===== config.mk =====
export PLATFORM = sky130hd
export DESIGN_NAME = tbd_obi_mgr_arb
export DESIGN_NICKNAME = d
export VERILOG_FILES = /design/src/rtl/tbd_obi_mgr_arb.sv
export SDC_FILE = /design/constraint.sdc
export NUM_CORES = 1
export LEC_CHECK = 0
export ABC_AREA = 1
export BUFFER_PORTS_ARGS = -buffer_cell sky130_fd_sc_hd__buf_2
export CORE_AREA = 8 8 104 106
export CTS_BUF_LIST = sky130_fd_sc_hd__clkbuf_8
export CTS_CLUSTER_DIAMETER = 150
export DETAILED_ROUTE_END_ITERATION = 16
export DIE_AREA = 0 0 112 114
export PLACE_DENSITY = 0.67
export SLEW_MARGIN = 25
export SYNTH_ARGS = -nofsm -noshare
export SYNTH_HDL_FRONTEND = slang
export SYNTH_SLANG_ARGS = --single-unit

===== constraint.sdc =====
create_clock -name clk_i -period 2.45 [get_ports clk_i]
set_input_delay 0.49 -clock clk_i [delete_from_list [all_inputs] [get_ports clk_i]]
set_output_delay 0.49 -clock clk_i [all_outputs]
set_load 0.005 [all_outputs]

===== src/rtl/tbd_obi_mgr_arb.sv =====
// -----------------------------------------------------------------------------
// tbd_obi_mgr_arb
//
// Shares one OBI manager port between NUM_REQ requesters. A round-robin
// arbiter picks a requester each cycle. Once a request has been presented
// downstream it is locked until it is granted, because OBI does not allow an
// ungranted request to be withdrawn or changed. Every handshake pushes the
// winning requester index into an in-order ID FIFO, and each manager response
// pops the head of that FIFO to route rvalid back to the issuer.
//
// Ports
//   clk_i, rst_ni          clock, asynchronous active-low reset
//   req_i/we_i             per-requester request and write enable
//   addr_i/be_i/wdata_i    packed per-requester fields (requester k = slice k)
//   gnt_o                  per-requester grant (one-hot or zero)
//   rvalid_o               per-requester response valid (one-hot or zero)
//   rdata_o/err_o          response data/error, broadcast, qualify with rvalid_o
//   mgr_*_o / mgr_*_i      the shared OBI manager port
//   outst_o                number of transactions currently in flight
//   proto_err_o            sticky: a response arrived with nothing outstanding
// -----------------------------------------------------------------------------
module tbd_obi_mgr_arb #(
    parameter int NUM_REQ    = 2,
    parameter int ADDR_WIDTH = 32,
    parameter int DATA_WIDTH = 32,
    parameter int MAX_OUTST  = 4
) (
    input  logic                              clk_i,
    input  logic                              rst_ni,
    input  logic [NUM_REQ-1:0]                req_i,
    input  logic [NUM_REQ-1:0]                we_i,
    input  logic [NUM_REQ*ADDR_WIDTH-1:0]     addr_i,
    input  logic [NUM_REQ*DATA_WIDTH/8-1:0]   be_i,
    input  logic [NUM_REQ*DATA_WIDTH-1:0]     wdata_i,
    output logic [NUM_REQ-1:0]                gnt_o,
    output logic [NUM_REQ-1:0]                rvalid_o,
    output logic [DATA_WIDTH-1:0]             rdata_o,
    output logic                              err_o,
    output logic                              mgr_req_o,
    output logic                              mgr_we_o,
    output logic [ADDR_WIDTH-1:0]             mgr_addr_o,
    output logic [DATA_WIDTH/8-1:0]           mgr_be_o,
    output logic [DATA_WIDTH-1:0]             mgr_wdata_o,
    input  logic                              mgr_gnt_i,
    input  logic                              mgr_rvalid_i,
    input  logic [DATA_WIDTH-1:0]             mgr_rdata_i,
    input  logic                              mgr_err_i,
    output logic [$clog2(MAX_OUTST+1)-1:0]    outst_o,
    output logic                              proto_err_o
);

    localparam int IDX_W = (NUM_REQ > 1) ? $clog2(NUM_REQ) : 1;
    localparam int BE_W  = DATA_WIDTH / 8;
    localparam int PTR_W = (MAX_OUTST > 1) ? $clog2(MAX_OUTST) : 1;
    localparam int CNT_W = $clog2(MAX_OUTST + 1);

    // -------------------------------------------------------------------------
    // Unpack the per-requester fields into arrays for indexed selection
    // -------------------------------------------------------------------------
    logic [ADDR_WIDTH-1:0] addr_arr  [NUM_REQ];
    logic [BE_W-1:0]       be_arr    [NUM_REQ];
    logic [DATA_WIDTH-1:0] wdata_arr [NUM_REQ];

    genvar gi;
    generate
        for (gi = 0; gi < NUM_REQ; gi++) begin : g_unpack
            assign addr_arr[gi]  = addr_i[gi*ADDR_WIDTH +: ADDR_WIDTH];
            assign be_arr[gi]    = be_i[gi*BE_W +: BE_W];
            assign wdata_arr[gi] = wdata_i[gi*DATA_WIDTH +: DATA_WIDTH];
        end
    endgenerate

    // -------------------------------------------------------------------------
    // State
    // -------------------------------------------------------------------------
    logic [IDX_W-1:0] rr_ptr_q,   rr_ptr_d;
    logic             lock_q,     lock_d;
    logic [IDX_W-1:0] lock_idx_q, lock_idx_d;
    logic [PTR_W-1:0] wr_ptr_q,   wr_ptr_d;
    logic [PTR_W-1:0] rd_ptr_q,   rd_ptr_d;
    logic [CNT_W-1:0] cnt_q,      cnt_d;
    logic             proto_err_q, proto_err_d;
    logic [IDX_W-1:0] fifo_q [MAX_OUTST];

    // Wrapping increments; neither range is required to be a power of two
    // for the requester index, so the wrap is explicit.
    function automatic logic [PTR_W-1:0] ptr_inc(input logic [PTR_W-1:0] p);
        if (p == PTR_W'(MAX_OUTST - 1)) begin
            return '0;
        end
        return p + PTR_W'(1);
    endfunction

    function automatic logic [IDX_W-1:0] idx_inc(input logic [IDX_W-1:0] p);
        if (p == IDX_W'(NUM_REQ - 1)) begin
            return '0;
        end
        return p + IDX_W'(1);
    endfunction

    // -------------------------------------------------------------------------
    // Round-robin scan starting at rr_ptr; falls back to rr_ptr when idle
    // -------------------------------------------------------------------------
    logic [IDX_W-1:0] rr_sel;
    logic [IDX_W-1:0] sel;
    logic             can_issue;
    logic             handshake;
    logic             pop;
    logic [IDX_W-1:0] head;

    always_comb begin
        logic             found;
        logic [IDX_W-1:0] cand;
        rr_sel = rr_ptr_q;
        found  = 1'b0;
        cand   = '0;
        for (int i = 0; i < NUM_REQ; i++) begin
            cand = IDX_W'((int'(rr_ptr_q) + i) % NUM_REQ);
            if (!found && req_i[cand]) begin
                rr_sel = cand;
                found  = 1'b1;
            end
        end
    end

    // A locked request must stay on the bus unchanged until granted.
    assign sel       = lock_q ? lock_idx_q : rr_sel;
    // Uses the registered count: a same-cycle response does not open a slot.
    assign can_issue = (cnt_q < CNT_W'(MAX_OUTST));
    assign handshake = mgr_req_o && mgr_gnt_i;
    assign pop       = mgr_rvalid_i && (cnt_q != '0);
    assign head      = fifo_q[rd_ptr_q];

    // -------------------------------------------------------------------------
    // Request path (combinational, zero latency)
    // -------------------------------------------------------------------------
    assign mgr_req_o   = req_i[sel] && can_issue;
    assign mgr_we_o    = we_i[sel];
    assign mgr_addr_o  = addr_arr[sel];
    assign mgr_be_o    = be_arr[sel];
    assign mgr_wdata_o = wdata_arr[sel];

    always_comb begin
        gnt_o = '0;
        if (handshake) begin
            gnt_o[sel] = 1'b1;
        end
    end

    // -------------------------------------------------------------------------
    // Response path: route to the FIFO head; stray responses are dropped
    // -------------------------------------------------------------------------
    always_comb begin
        rvalid_o = '0;
        if (pop) begin
            rvalid_o[head] = 1'b1;
        end
    end

    assign rdata_o     = pop ? mgr_rdata_i : '0;
    assign err_o       = pop && mgr_err_i;
    assign outst_o     = cnt_q;
    assign proto_err_o = proto_err_q;

    // -------------------------------------------------------------------------
    // Next-state logic
    // -------------------------------------------------------------------------
    always_comb begin
        rr_ptr_d    = rr_ptr_q;
        lock_d      = lock_q;
        lock_idx_d  = lock_idx_q;
        wr_ptr_d    = wr_ptr_q;
        rd_ptr_d    = rd_ptr_q;
        proto_err_d = proto_err_q;
        cnt_d       = cnt_q + CNT_W'(handshake) - CNT_W'(pop);

        if (mgr_req_o && !mgr_gnt_i) begin
            lock_d     = 1'b1;
            lock_idx_d = sel;
        end else if (handshake) begin
            lock_d = 1'b0;
        end

        if (handshake) begin
            rr_ptr_d = idx_inc(sel);
            wr_ptr_d = ptr_inc(wr_ptr_q);
        end

        if (pop) begin
            rd_ptr_d = ptr_inc(rd_ptr_q);
        end

        if (mgr_rvalid_i && (cnt_q == '0)) begin
            proto_err_d = 1'b1;
        end
    end

    always_ff @(posedge clk_i or negedge rst_ni) begin
        if (!rst_ni) begin
            rr_ptr_q    <= '0;
            lock_q      <= 1'b0;
            lock_idx_q  <= '0;
            wr_ptr_q    <= '0;
            rd_ptr_q    <= '0;
            cnt_q       <= '0;
            proto_err_q <= 1'b0;
        end else begin
            rr_ptr_q    <= rr_ptr_d;
            lock_q      <= lock_d;
            lock_idx_q  <= lock_idx_d;
            wr_ptr_q    <= wr_ptr_d;
            rd_ptr_q    <= rd_ptr_d;
            cnt_q       <= cnt_d;
            proto_err_q <= proto_err_d;
        end
    end

    // ID storage needs no reset: entries are only read while cnt_q says valid.
    always_ff @(posedge clk_i) begin
        if (handshake) begin
            fifo_q[wr_ptr_q] <= sel;
        end
    end

endmodule


==> flow_summary.yaml <==
run_status:
  status: "complete, no violations"
clock_tree:
  worstSkewPairLatency_ns: 0.24
  holdBufCountCts: 0
  path_clk_slew_ns: 0.06
  cts_tree: "built"
  cts_setup_buffers: 0
  cts_resized: 0
  cts_root_buf: "clkbuf_8"
  cts_inserted_buffers: 3
  cts.sinks: 15
  h-tree-depth: 1
  clockBufferDepth: 2
critical_path:
  crit_arrival_ns: 1.67
  worst-setup-path-type: "flip-flop to output port"
  critPathLaunch: "rr_ptr_q"
  worstPathMaxFanout: 33
  end_kind: "output port"
  rr_endpoint: "outst_o[2]"
  worst-r2r-cell-count: 12
  ff2ff_setup_slack_ns: 0.29
  critPathRequiredTime_ns: 1.96
  startpoint_type: "flip-flop"
  r2r_start: "rr_ptr_q"
floorplanning:
  die_y_um: 114
  placeableCoreArea_um2: 9109
  start_util_pct: 21.43
  fp.dieArea_um2: 12770
  die_w_um: 112
  ios: 288
  rows: 35
logic_synthesis:
  synth_cell_types: 22
  yosysSeqAreaShare_pct: 20.26
  synth.yosys.warnings: 0
  synth_fp_nets: 569
  async_flop_share_pct: 73.33
  syn_area_um2: 1952
  ys_ff_latch: 15
  syn_area_per_cell_um2: 5.083
  synthCells: 384
  synth_edf_count: 4
  ys.flop_type: "dfrtp_1"
drt:
  wl_per_cell_um: 13.02
  drc_errors: 0
  via_per_inst: 4.072
  vias: 3160
  wl_um: 10100
  ant_nets: 0
  drt_iter0_markers: 133
  first_pass_iters: 4
sta:
  relSlewSlack_pct: 67.18
  rsz0062_at_grt: "false"
  period_minus_slack_ns: 2.165
  drv_slew: 0
  report.final.hold_viol_count: 0
  finClkSkew_ns: 0.0008427
  worstMarginPinSlew_ns: 0.4916
  fmax_ghz: 0.4619
  fin_crit_sh_pct: 88.36
  setup-tns-final_ns: 0
  setup_viol: 0
grt:
  grt_pass1_vias: 2996
  antenna_found_initial: 0
  grt_max_degree: 40
  grt_overflow: 0
  grt_pass1_wl_um: 15100
  track_usage_pct: 14.28
power:
  p_per_area_nw_per_um2: 829.6
  p_leak_uw: 0.002536
  fin_total_pwr_uw: 2959
  irDropWorstVdd_uv: 367.4
cells_and_area:
  seqCellArea_um2: 395.4
  n_antenna_cell: 0
  fillCellCount: 1020
  final_nets: 851
  multi_input_area_um2: 1271
  syn_to_final_growth_pct: 82.76
  drive_gt1_share_pct: 45.86
placement:
  dp_hpwl_um: 8797
  gp_congestion: 0.8835
  portBuffers: 287
worst_hold_path:
  min_path_type: "primary input to async pin"
flow_run:
  cap_violations: 0
==> registers in the layout (all words and copies together) (netlist names) <==
register / flops
fifo_q: 4
outst_o: 3
lock_idx_q: 1
rr_ptr_q: 1
lock_q: 1
proto_err_o: 1
wr_ptr_q: 2
rd_ptr_q: 2
==> worst max-delay path, stage by stage (launching register included) <==
cell and delay (ns):
dfrtp_1 0.39, nor2_1 0.09, nor2_1 0.04, nand2_1 0.08
nand2_2 0.06, buf_4 0.15, inv_2 0.09, buf_12 0.18
nand4_1 0.14, inv_1 0.07, buf_2 0.11
==> cells in the final DEF (no fill, tap or decap), types with 2 or more instances in the layout <==
cell / synthesis / final
inv_1: 50 / 51
clkbuf_8: 0 / 3
ha_1: 7 / 7
nand2_1: 228 / 227
nor2_1: 45 / 45
nand4_1: 5 / 5
buf_4: 1 / 6
buf_12: 0 / 2
dfrtp_1: 11 / 11
buf_2: 17 / 287
edfxtp_1: 4 / 4
inv_2: 2 / 2
o21ai_0: 3 / 3
==> Yosys cell counts (2+ instances only) <==
cell type,instances,area share [%]
inv_1,50,9.6
nand4_1,5,1.6
buf_2,17,4.4
nand2_1,228,44
o21ai_0,3,0.77
inv_2,2,0.38
nor2_1,45,8.7
ha_1,7,4.5
edfxtp_1,4,6.2
dfrtp_1,11,14
==> final cells by class <==
cell class	count	area share, %
clock buffer	3	1.157
clock inverter	1	0.1052
inverter	52	5.472
multi-input combinational	299	35.64
sequential	15	11.08
tap	111	3.893
timing repair buffer	295	42.65
==> worst max path at each step <==
stage                      to  slack (ns)  depth (start not counted)
2_1_floorplan      outst_o[2]        0.13                         11
3_3_place_gp       outst_o[2]        0.09                         13
3_5_place_dp       outst_o[2]        0.07                         13
4_1_cts        mgr_addr_o[23]        0.26                          8
5_1_grt        mgr_addr_o[24]        0.08                          9
6_report             gnt_o[0]        0.29                         10
==> metal layers <==
metal	GRT usage (%)	up-vias	wire length, um
met5	0	-	0
met3	6.445	8	1276
met4	4.047	0	123
met1	13.16	1303	3515
met2	27.71	171	5186
li1	-	1678	-
==> where the power goes <==
group	internal, uW	switching [uW]
clock	111	84.0
sequential	368	78.7
combinational	998	1320
==> cell families (layout without fill, tap and decap cells) <==
kind of cell	Yosys count	after routing	synth area share (%)
simple gates	281	281	55.32
buf+inv	70	351	14.74
flops	15	15	20.26
fa+ha+maj	8	8	5.513
compound gates	8	8	3.269
xor+xnor	2	2	0.8976
==> stage by stage <==
stage	utilization (%)	std cells	setup WS, ns	instance area [um2]	hold slack, ns
after global routing	39.16	776	0.07654	3567	0.1257
after global placement	38.67	772	0.08728	3522	0.3750
after floorplan	-	384	0.1252	1952	0.1944
after detailed placement	38.67	772	0.06599	3522	0.3805
after CTS	39.16	776	0.2644	3567	0.1128
final	39.16	776	0.2851	3567	0.1086
Power figures use the tool's default switching activity.
